==> config.mk <==
export PLATFORM = sky130hd
export DESIGN_NAME = l2_vec_ctrl
export DESIGN_NICKNAME = d
export VERILOG_FILES = /design/src/rtl/l2_vec_ctrl.sv
export SDC_FILE = /design/constraint.sdc
export NUM_CORES = 1
export LEC_CHECK = 0
export ABC_CLOCK_PERIOD_IN_PS = 3800
export CORE_UTILIZATION = 56
export DETAILED_ROUTE_END_ITERATION = 10
export GPL_TIMING_DRIVEN = 0
export PLACE_DENSITY = 0.75
export SETUP_SLACK_MARGIN = 0.2
export SLEW_MARGIN = 20
export SYNTH_ARGS = -nofsm -noshare
export SYNTH_HDL_FRONTEND = slang
export SYNTH_SLANG_ARGS = --single-unit
==> constraint.sdc <==
create_clock -name clk -period 3.8 [get_ports clk]
set_input_delay 0.95 -clock clk [delete_from_list [all_inputs] [get_ports clk]]
set_output_delay 0.95 -clock clk [all_outputs]
set_load 0.05 [all_outputs]
==> src/rtl/l2_vec_ctrl.sv <==
// Sequencing controller for the L2-norm datapath: accumulates the sum of squares of a
// byte vector, then runs a one-bit-per-cycle restoring square root and hands off the result.
module l2_vec_ctrl #(
    parameter int DATA_W  = 8,
    parameter int MAX_LEN = 16,
    parameter int ACC_W   = 20,
    parameter int ROOT_W  = 10,
    parameter int CNT_W   = 5
) (
    input  logic              clk,
    input  logic              reset,
    input  logic [DATA_W-1:0] in_data,
    input  logic              in_valid,
    input  logic              in_last,
    output logic              in_ready,
    output logic [ROOT_W-1:0] out_root,
    output logic [CNT_W-1:0]  out_len,
    output logic              out_err,
    output logic              out_valid,
    input  logic              out_ready
);

    localparam int ITER_W = $clog2(ROOT_W);

    typedef enum logic [1:0] {
        INIT,
        ACCUM,
        SQRT,
        OUT
    } state_t;

    state_t state, next_state;

    logic [ACC_W-1:0]  acc;
    logic [ACC_W-1:0]  rad;
    logic [ACC_W-1:0]  sq;
    logic [ACC_W-1:0]  acc_sum;
    logic [CNT_W-1:0]  cnt;
    logic              err;
    logic [ROOT_W:0]   rem;
    logic [ROOT_W-1:0] root;
    logic [ITER_W-1:0] iter;
    logic [ROOT_W+2:0] shifted;
    logic [ROOT_W+2:0] sub;
    logic              ge;
    logic              room;
    logic              sqrt_done;
    logic              hs_in;
    logic              hs_out;

    assign sq        = ACC_W'(in_data) * ACC_W'(in_data);
    assign acc_sum   = acc + sq;
    assign room      = (cnt < CNT_W'(MAX_LEN));
    // The remainder never exceeds 2*root, so ROOT_W+1 bits hold it between iterations.
    assign shifted   = {rem, rad[ACC_W-1 -: 2]};
    assign sub       = {1'b0, root, 2'b01};
    assign ge        = (shifted >= sub);
    assign sqrt_done = (iter == ITER_W'(ROOT_W - 1));

    always_ff @(posedge clk or posedge reset) begin
        if (reset) begin
            state <= INIT;
        end else begin
            state <= next_state;
        end
    end

    always_comb begin
        next_state = state;
        in_ready   = 1'b0;
        out_valid  = 1'b0;
        hs_in      = 1'b0;
        hs_out     = 1'b0;
        case (state)
            INIT: begin
                next_state = ACCUM;
            end
            ACCUM: begin
                in_ready = 1'b1;
                hs_in    = in_valid;
                if (in_valid && in_last) begin
                    next_state = SQRT;
                end
            end
            SQRT: begin
                if (sqrt_done) begin
                    next_state = OUT;
                end
            end
            OUT: begin
                out_valid = 1'b1;
                hs_out    = out_ready;
                if (out_ready) begin
                    next_state = ACCUM;
                end
            end
            default: begin
                next_state = INIT;
            end
        endcase
    end

    always_ff @(posedge clk or posedge reset) begin
        if (reset) begin
            acc      <= '0;
            cnt      <= '0;
            err      <= 1'b0;
            rad      <= '0;
            rem      <= '0;
            root     <= '0;
            iter     <= '0;
            out_root <= '0;
            out_len  <= '0;
            out_err  <= 1'b0;
        end else begin
            case (state)
                ACCUM: begin
                    if (hs_in) begin
                        if (room) begin
                            acc <= acc_sum;
                            cnt <= cnt + 1'b1;
                        end else begin
                            err <= 1'b1;
                        end
                        // Radicand must include the final element when it was accepted.
                        if (in_last) begin
                            rad  <= room ? acc_sum : acc;
                            rem  <= '0;
                            root <= '0;
                            iter <= '0;
                        end
                    end
                end
                SQRT: begin
                    rem  <= ge ? (ROOT_W + 1)'(shifted - sub) : (ROOT_W + 1)'(shifted);
                    root <= {root[ROOT_W-2:0], ge};
                    rad  <= rad << 2;
                    iter <= iter + 1'b1;
                    if (sqrt_done) begin
                        out_root <= {root[ROOT_W-2:0], ge};
                        out_len  <= cnt;
                        out_err  <= err;
                    end
                end
                OUT: begin
                    if (hs_out) begin
                        acc <= '0;
                        cnt <= '0;
                        err <= 1'b0;
                    end
                end
                default: begin
                end
            endcase
        end
    end

endmodule

==> results by group <==
Run status
  • Status: finished, violations left
  • Violated checks: DRC, setup timing

Synthesis
  • Synth top area cells: dfrtp_1 33%, ha_1 12%, fa_1 11%
  • Gate Count Post-Synth: 718
  • Mean post-synth cell area: 9.349 um2
  • Synthesized area: 6713 um2
  • Number of synthesized flops with an enable pin: 0
  • Synth warn: 0
  • Sequential fraction of the synthesis area: 0.3318
  • Netlist cell types: 53
  • Ys flop type: dfrtp_1
  • Async SR Flop Fraction: 1.000
  • Post-synth top cells: 96 x inv_1, 89 x dfrtp_1, 63 x ha_1, 63 x nand2_1, 46 x o21ai_0
  • #FFs+latches synth: 89
  • Most common cell in the netlist: inv_1
  • Largest area contributor in the netlist: dfrtp_1
  • Yosys top cell area share: 0.3318
  • Mapped Nets: 831

Die
  • Die area: 12430 um2
  • Core Region: 11560 um2
  • Chip Width: 111.5 um
  • Initial Util: 0.5804
  • Row count: 39
  • Die Y: 111.5 um
  • I/O pin count: 31

Power and ir drop
  • P_leak: 3.825 nW
  • Power consumption: 0.007422 W
  • Gate power share: 0.689
  • Share of total power in the clock network: 0.120
  • Seq pwr share: 0.191
  • Max VDD drop: 474.8 uV
  • Cell area power density: 917.7 nW/um2
  • Internal Pwr Total: 0.004017 W
  • Switching Power: 0.003405 W
  • Sw frac: 0.4588

Setup path
  • Reg2reg setup slack: -0.66 ns
  • Worst R2R End: rad[19]$_DFFE_PP0P_
  • Reg2reg start: acc[7]$_DFFE_PP0P_
  • CP Cell Sequence: clkbuf_16, and2_4, inv_2, fa_1, inv_2, fa_1, fa_1, inv_1, fa_1, inv_2, ha_4, o21a_1, o31a_1, o211ai_1, a41oi_2, a21oi_2, mux2i_1, o211ai_1
  • Most common cell on crit path: fa_1
  • Crit Path Class: input port to flip-flop
  • Top cell family by delay on the critical path: adder cells
  • CP Capture Type: flip-flop
  • Startpoint types: input port
  • WP data arrival: 5.07 ns
  • CP Buf/Inv Count: 5
  • Slowest Stage Delay on Critical Path: 0.50 ns
  • Largest fanout on the critical path: 5
  • Critical-path cell with the highest stage delay: fa_1
  • R2R depth: 16
  • Critical path required time: 4.01 ns

Timing
  • Worst Skew: 0.008843 ns
  • Fin Setup TNS: -23.21 ns
  • Final Hold Fails: 0
  • Finish-stage setup viols: 30
  • Highest clock rate: 205.9 MHz
  • RSZ-0062 raised after global routing: true
  • Setup ws final: -1.056 ns
  • Final min period: 4.856 ns
  • Slew Viols, Final: 0
  • Worst-Margin Slew: 0.7486 ns
  • Max_slew headroom: 0.4991
  • Period utilization: 1.278

Clocking
  • CTS Root Cell: clkbuf_16
  • Clk buf depth: 2
  • Hold Buf Count CTS: 0
  • CTS tree: built
  • H-tree depth: 3
  • Later-pin clock latency in the skew report: 0.35 ns
  • Clk sinks: 89
  • CTS buffer count: 9
  • Worst-path clk slew: 0.06 ns

Layout
  • # diodes: 0
  • Filler cells: 882
  • Share of cells above drive strength 1: 0.1789
  • Non-Filler Instances: 931
  • Layout Area Growth over Synthesis: 20.48%
  • Nets: 897
  • Finished Core Util: 0.6993

GRT
  • Vias in the first global route: 5516
  • Initial antenna violation count: 0
  • Maximum number of pins on one net before global-route repair: 52
  • Global-route wire length before repair: 26.59 mm
  • Remaining global-route overflow: 0
  • Tot GR Track Use: 0.2691

Detailed routing
  • DRC: 5
  • DR vias: 5387
  • First drt pass iteration count: 8
  • Final wirelength: 15.58 mm
  • WL per Instance: 16.74 um
  • Post-route ant nets: 0
  • Vias per cell: 5.786
  • DRT iter0 DRCs: 320

Placed design
  • Post-placement cell count: 890
  • Port Buf Inserts: 28
  • Hpwl dp: 11.26 mm
  • Final Wtd Congestion: 0.8771

Min path
  • Hold path cells: 2
  • Hold Path End: out_root[6]$_DFFE_PP0P_
  • Hold WC Path Type: flip-flop to flip-flop
  • Beginning of the worst hold path: out_root[6]$_DFFE_PP0P_

Flow run
  • Max Cap Violations: 0
-- metal layers --
layer | track usage | share of wire
met2 | 0.4446 | 0.49
met3 | 0.04518 | 0.039
met5 | 0 | 0
met4 | 0.06486 | 0.011
met1 | 0.3722 | 0.46
-- cells by family after synthesis --
logic type | count (synthesis) | share of synthesized area
multiplexers | 29 | 0.04492
XOR/XNOR | 30 | 0.03914
AND/OR/NAND/NOR | 173 | 0.1236
flip-flops | 89 | 0.3318
adder cells (fa/ha/maj) | 100 | 0.2278
buffers and inverters | 124 | 0.07083
AO/OA/AOI/OAI | 173 | 0.1620
-- worst max path at each step --
stage | start | endpoint | slack, ns | depth (start not counted)
6_report | in_data[6] | rad[19]$_DFFE_PP0P_ | -1.06 | 18
5_1_grt | in_data[6] | rad[19]$_DFFE_PP0P_ | -1.19 | 18
4_1_cts | in_data[6] | rad[19]$_DFFE_PP0P_ | -1.0 | 18
3_5_place_dp | in_data[4] | rad[19]$_DFFE_PP0P_ | -2.09 | 18
3_3_place_gp | in_data[1] | rad[19]$_DFFE_PP0P_ | -2.03 | 18
2_1_floorplan | in_data[6] | rad[13]$_DFFE_PP0P_ | -1.00 | 18
-- worst reg2reg max path, cell delays in order (launching register included) --
cell	delay, ns
dfrtp_1	0.35
inv_1	0.08
fa_1	0.57
inv_2	0.04
fa_1	0.49
fa_1	0.50
inv_1	0.05
fa_1	0.49
inv_2	0.05
ha_4	0.24
o21a_1	0.12
o31a_1	0.16
o211ai_1	0.31
a41oi_2	0.24
a21oi_2	0.25
mux2i_1	0.27
o211ai_1	0.11
-- cell usage in the layout (no fill, tap or decap), drive strengths merged, types with 3 or more instances in the layout --
master,instances
nand3,7
a211oi,5
xnor2,14
or2,4
and3,3
clkbuf,33
a22o,15
nor2b,9
o22ai,11
ha,63
nand2b,4
a21oi,43
nand3b,3
clkdlybuf4s50,22
a31oi,6
inv,97
o21ai,65
dfrtp,89
a21o,8
fa,37
nor2,36
nand2,64
nand4,6
xor2,16
mux2,9
buf,37
clkinv,3
mux2i,20
or3,6
nor3,6
o21a,5
and2,19
-- per-stage QoR --
step                      hold slack [ns]  area, um2  setup slack, ns
final                              0.4785       8088           -1.056
after global routing               0.5104       8088           -1.185
after CTS                          0.4832       7946          -0.9982
after detailed placement           0.4692       7341           -2.090
after global placement             0.4615       7311           -2.031
after floorplan                    0.4418       6852           -1.001
-- power by group through the flow --
| stage | registers, W | logic [W] | clock network (W) |
|---|---|---|---|
| after floorplan | 0.00138 | 0.00334 | 0 |
| after global placement | 0.00141 | 0.00402 | 0 |
| after CTS | 0.00141 | 0.00457 | 0.000896 |
| after global routing | 0.00145 | 0.00561 | 0.000939 |
| after detailed placement | 0.00142 | 0.00418 | 0 |
| final | 0.00142 | 0.00511 | 0.000892 |
-- registers in the layout, indices dropped and copies added (netlist names) --
register,cells
rem,11
cnt,5
iter,4
rad,20
root,10
acc,20
out_err,1
err,1
out_root,10
state,2
out_len,5
-- final cells by class --
class,instances,area (um2),area share
flip-flops and latches,89,2227,0.2754
plain buffers,27,153.9,0.01903
clock inverters,5,56.30,0.006962
clock buffers,10,239.0,0.02955
repair buffers,55,566.8,0.07008
well taps,143,178.9,0.02212
multi-input cells,505,4297,0.5312
inverters,97,369.1,0.04564
-- what timing repair did --
action,in CTS,in global routing
setup buffers,18,8
endpoints found under the setup margin,34,32
resized for setup,93,18
pin swaps,58,30
Note: power is estimated with default switching activity, not from simulation.
